### src/rtl/ysyx_22050612_alu_arb.sv
// ysyx_22050612_alu_arb
//   Two-port round-robin arbiter/sequencer for the shared 64-bit ALU.
//   One operation in flight at a time: IDLE (accept) -> EXEC (ALU settles on
//   registered operands) -> RESP (hold result until owner takes it).
//
// Ports
//   clk, rst_n                  clock, async active-low reset
//   reqN_valid/ready            operation handshake for requester N (0/1)
//   reqN_mode/a/b               ALU mode (8b) and operands (64b)
//   rspN_valid/ready            result handshake for requester N
//   rsp_data, rsp_err           shared result bus and illegal-mode flag
//   alu_mode, alu_a, alu_b      registered drive to the shared ALU
//   alu_z                       combinational ALU result
//
// Configuration
//   YSYX_22050612_ALU_ARB_MODE_CHECK_EN: when defined, illegal modes bypass
//   the ALU and answer with rsp_data=0, rsp_err=1 one cycle after accept.
//   When undefined, every mode is forwarded and rsp_err is always 0.
module ysyx_22050612_alu_arb (
  input  logic        clk,
  input  logic        rst_n,
  input  logic        req0_valid,
  input  logic        req1_valid,
  output logic        req0_ready,
  output logic        req1_ready,
  input  logic [7:0]  req0_mode,
  input  logic [7:0]  req1_mode,
  input  logic [63:0] req0_a,
  input  logic [63:0] req1_a,
  input  logic [63:0] req0_b,
  input  logic [63:0] req1_b,
  output logic        rsp0_valid,
  output logic        rsp1_valid,
  input  logic        rsp0_ready,
  input  logic        rsp1_ready,
  output logic [63:0] rsp_data,
  output logic        rsp_err,
  output logic [7:0]  alu_mode,
  output logic [63:0] alu_a,
  output logic [63:0] alu_b,
  input  logic [63:0] alu_z
);

  typedef enum logic [1:0] {
    S_IDLE = 2'd0,
    S_EXEC = 2'd1,
    S_RESP = 2'd2
  } state_e;

  state_e      state_q, state_d;
  logic        prio_q, prio_d;
  logic        owner_q, owner_d;
  logic [7:0]  alu_mode_q, alu_mode_d;
  logic [63:0] alu_a_q, alu_a_d;
  logic [63:0] alu_b_q, alu_b_d;
  logic [63:0] rsp_data_q, rsp_data_d;
  logic        rsp_err_q, rsp_err_d;

  logic        grant0, grant1;
  logic        accept;
  logic [7:0]  sel_mode;
  logic [63:0] sel_a, sel_b;
  logic        mode_ok;

  // prio only breaks ties; a lone requester is always granted.
  assign grant0 = req0_valid & (~req1_valid | ~prio_q);
  assign grant1 = req1_valid & (~req0_valid | prio_q);

  // rst_n is folded in so ready drops the instant reset asserts.
  assign req0_ready = (state_q == S_IDLE) & grant0 & rst_n;
  assign req1_ready = (state_q == S_IDLE) & grant1 & rst_n;
  assign accept     = req0_ready | req1_ready;

  assign sel_mode = grant1 ? req1_mode : req0_mode;
  assign sel_a    = grant1 ? req1_a    : req0_a;
  assign sel_b    = grant1 ? req1_b    : req0_b;

  always_comb begin
`ifdef YSYX_22050612_ALU_ARB_MODE_CHECK_EN
    case (sel_mode)
      8'd0, 8'd1, 8'd2, 8'd3, 8'd4, 8'd6, 8'd7, 8'd8, 8'd10: mode_ok = 1'b1;
      default:                                              mode_ok = 1'b0;
    endcase
`else
    mode_ok = 1'b1;
`endif
  end

  always_comb begin
    state_d    = state_q;
    prio_d     = prio_q;
    owner_d    = owner_q;
    alu_mode_d = alu_mode_q;
    alu_a_d    = alu_a_q;
    alu_b_d    = alu_b_q;
    rsp_data_d = rsp_data_q;
    rsp_err_d  = rsp_err_q;
    case (state_q)
      S_IDLE: begin
        if (accept) begin
          owner_d = req1_ready;
          prio_d  = ~req1_ready;
          if (mode_ok) begin
            alu_mode_d = sel_mode;
            alu_a_d    = sel_a;
            alu_b_d    = sel_b;
            rsp_err_d  = 1'b0;
            state_d    = S_EXEC;
          end else begin
            // Illegal mode: ALU drive left untouched, answer immediately.
            rsp_data_d = '0;
            rsp_err_d  = 1'b1;
            state_d    = S_RESP;
          end
        end
      end
      S_EXEC: begin
        rsp_data_d = alu_z;
        state_d    = S_RESP;
      end
      S_RESP: begin
        if (owner_q ? rsp1_ready : rsp0_ready) state_d = S_IDLE;
      end
      default: state_d = S_IDLE;
    endcase
  end

  always_ff @(posedge clk or negedge rst_n) begin
    if (!rst_n) begin
      state_q    <= S_IDLE;
      prio_q     <= 1'b0;
      owner_q    <= 1'b0;
      alu_mode_q <= '0;
      alu_a_q    <= '0;
      alu_b_q    <= '0;
      rsp_data_q <= '0;
      rsp_err_q  <= 1'b0;
    end else begin
      state_q    <= state_d;
      prio_q     <= prio_d;
      owner_q    <= owner_d;
      alu_mode_q <= alu_mode_d;
      alu_a_q    <= alu_a_d;
      alu_b_q    <= alu_b_d;
      rsp_data_q <= rsp_data_d;
      rsp_err_q  <= rsp_err_d;
    end
  end

  assign rsp0_valid = (state_q == S_RESP) & ~owner_q;
  assign rsp1_valid = (state_q == S_RESP) &  owner_q;
  assign rsp_data   = rsp_data_q;
  assign rsp_err    = rsp_err_q;
  assign alu_mode   = alu_mode_q;
  assign alu_a      = alu_a_q;
  assign alu_b      = alu_b_q;

endmodule

### config.mk
export PLATFORM = sky130hd
export DESIGN_NAME = ysyx_22050612_alu_arb
export DESIGN_NICKNAME = d
export VERILOG_FILES = /design/src/rtl/ysyx_22050612_alu_arb.sv
export SDC_FILE = /design/constraint.sdc
export NUM_CORES = 1
export LEC_CHECK = 0
export CAP_MARGIN = 20
export CORE_AREA = 10 10 206 208
export DETAILED_ROUTE_END_ITERATION = 16
export DIE_AREA = 0 0 216 218
export SLEW_MARGIN = 40
export SYNTH_ARGS = -nofsm -noshare
export SYNTH_HDL_FRONTEND = slang
export SYNTH_SLANG_ARGS = --single-unit
### constraint.sdc
create_clock -name clk -period 2.5 [get_ports clk]
set_input_delay 0.25 -clock clk [delete_from_list [all_inputs] [get_ports clk]]
set_output_delay 0.25 -clock clk [all_outputs]
set_load 0.01 [all_outputs]
==> impl_metrics.tcl <==
set metrics [dict create \
    status "completed" \
    path_class "reg2out" \
    dp_hpwl_microns 30600 \
    start_util_pct 24.6 \
    synth_edf_count 0 \
    setup_viol 0 \
    fp.dieArea_sq_um 47100 \
    io_buffers 545 \
    placed_cell_area_sq_um 15400 \
    num_rows 72 \
    yosysTopAreaCellShare_pct 54.2 \
    grt.total_usage_pct 15.9 \
    finalWirelength_microns 39900 \
    syn_nets 986 \
    min_period_over_period_pct 88.4 \
    required_ns 2.25 \
    yosys.area_share.simple_pct 0.744 \
    yosysTopAreaCell "dfrtp_1" \
    synth_top_family_by_area "compound AO/OA/AOI/OAI gates" \
    syn_area_per_cell_sq_um 14.6 \
    gp_congestion 0.784 \
    worst_slew_pin_slew_ns 0.672 \
    power_density_nw_per_um2 1160 \
    leakage_nw 6.02 \
    maxCapViolations 0 \
    fin_area_sq_um 16300 \
    irDropWorstVdd_uv 570 \
    coreArea_sq_um 38300 \
    cts_resized 0 \
    tritoncts "done" \
    wire_per_inst_microns 23.7 \
    cellInternalPower_w 0.0126 \
    drt_iter0_drc 388 \
    grt_max_degree 94 \
    async_reset_ff_share_pct 100 \
    cts_hold_buf 1 \
    clk_latency_ns 0.52 \
    min_period_ns 2.21 \
    maxSlewHeadroom_pct 55.2 \
    synth_seq_cells 204 \
    path_clk_slew_ns 0.06 \
    route.detailed.drc 0 \
    grt_pass1_wl_microns 58400 \
    root_buffer "clkbuf_16" \
    wl_met3_microns 3860 \
    end_kind "primary output" \
    synth-compound-area-share_pct 32.4 \
    crit_path_start_kind "flip-flop" \
    fin_tns_setup_ns 0 \
    overflow 0 \
    finalClockSkew_ns 0.00405 \
    muxShareOfSynthArea_pct 7.77 \
    hold_slack_ns 0.133 \
    final_antenna_net_count 0 \
    antenna_found_initial 2 \
    synth_cell_type_count 24 \
    synth_area_leaders "dfrtp_1 (54%), a2bb2oi_2 (16%), o32ai_1 (13%)" \
    r2r_end "alu_a[54]" \
    fp.dieH_microns 218 \
    fp.dieW_microns 216 \
    reg2reg_from "state_q[0]" \
    num_io_pins 547 \
    cts_setup_buffers 0 \
    r2r_slack_ns 0.53 \
    cts_max_level 1 \
    drv_slew 0 \
    clock_path_buffers 3 \
    p_seq_share_pct 31.5 \
    areaGrowthSynthToFinish_pct 72.7 \
    syn_area_sq_um 9420 \
    yosysSeqAreaShare_pct 54.2 \
    rsz0062_at_grt "no" \
    hold_viol_final 0 \
    numCtsBuffers 24 \
    vias_per_cell 4.84 \
    numClockSinks 204 \
    nets 1495 \
    ys_warn_count 0 \
    pwr-share-comb_pct 47.9 \
    p_clk_share_pct 20.6 \
    top_layer_used "met4" \
    arrival_ns 1.96 \
    synth-xor-area-share_pct 0 \
    synthAdderAreaFrac_pct 0 \
    met2WireLength_microns 19600 \
    vias 8175 \
    cp_max_fo 4 \
    drive_above_1_share_pct 14.3 \
    rr_worst_depth 4 \
    dr.pass1.iters 4 \
    hp-class "in2async" \
    p_sw_share_pct 32.9 \
    fmax_mhz 453 \
    syn_inst 644 \
    first_global_vias 8768 \
    synth_flop_cell "dfrtp_1" \
    switching_power_w 0.00620 \
    met1Wirelength_microns 15700 \
]
==> final cells by class <==
cell class	instances	area, sq um
Multi-Input combinational cell	356	3880
Sequential cell	204	5100
Tap cell	518	648
Fill cell	3583	22000
Clock buffer	33	706
Timing Repair Buffer	565	5740
Clock inverter	10	175
Inverter	2	10.0
Antenna cell	1	2.50
==> cell usage after synthesis (2+ instances only) <==
master and number:
clkbuf_1 21, nor2_1 5, dfrtp_1 204, a2bb2oi_2 100, nand2b_1 3, buf_4 16
a2bb2oi_1 36, buf_2 41, mux2_1 64, buf_6 4, nand2_1 2, o32ai_1 136
==> stage by stage <==
step	cells	util (%)	setup WS [ns]	power, W
global route	1688	42.5	0.168	0.0198
global placement	1644	40.1	0.280	0.0151
CTS	1688	42.5	0.223	0.0191
detailed placement	1644	40.2	0.276	0.0152
floorplan	644	-	1.11	0.0101
finish	1689	42.5	0.291	0.0188
==> worst max path at each step <==
| stage | startpoint | endpoint | depth (start not counted) |
|---|---|---|---|
| global route | state_q[0] | req0_ready | 4 |
| global placement | req1_valid | alu_a[54] | 6 |
| CTS | state_q[0] | req1_ready | 4 |
| detailed placement | req1_valid | alu_a[54] | 6 |
| floorplan | state_q[1] | rsp_data[24] | 4 |
| finish | state_q[0] | req0_ready | 4 |
==> worst max-delay path: stages (launching register included) <==
cell and delay (ns):
dfrtp_1 0.43, nor2_1 0.13, nand2_1 0.15, nor2_1 0.16, clkdlybuf4s50_1 0.57
==> power groups by stage <==
stage | logic, W | clock network [W] | registers, W
final | 0.00903 | 0.00389 | 0.00593
after global routing | 0.00956 | 0.00413 | 0.00612
after CTS | 0.00921 | 0.00399 | 0.00594
after detailed placement | 0.00920 | 0 | 0.00597
after global placement | 0.00917 | 0 | 0.00591
after floorplan | 0.00350 | 0 | 0.00660
==> per-layer routing <==
layer,vias up,track usage (%)
li1,3657,-
met1,4095,18.1
met2,376,27.4
met3,47,6.34
met4,0,3.96
met5,-,0
==> layout by cell type, fill, tap and decap left out, drive strengths merged, types with 5 or more instances in the layout <==
cell           netlist  routed
o32ai              136     136
mux2                65      65
nor2                 5       5
dfrtp              204     204
clkbuf              21      34
bufinv               0       5
clkdlybuf4s50        0     544
buf                 61      19
clkinv               0       5
a2bb2oi            136     136
==> cells by family (layout without fill, tap and decap cells) <==
kind of cell | after synthesis | count (layout)
flops | 204 | 204
other cells | 1 | 2
simple gates | 12 | 12
compound gates | 278 | 278
buf+inv | 84 | 610
mux | 65 | 65
==> flip-flops by register name, summed over array words and instances, names as in the netlist <==
register	count
alu_a	64
alu_b	64
alu_mode	8
owner_q	1
prio_q	1
rsp_data	64
state_q	2
Note: power is estimated with default switching activity, not from simulation.
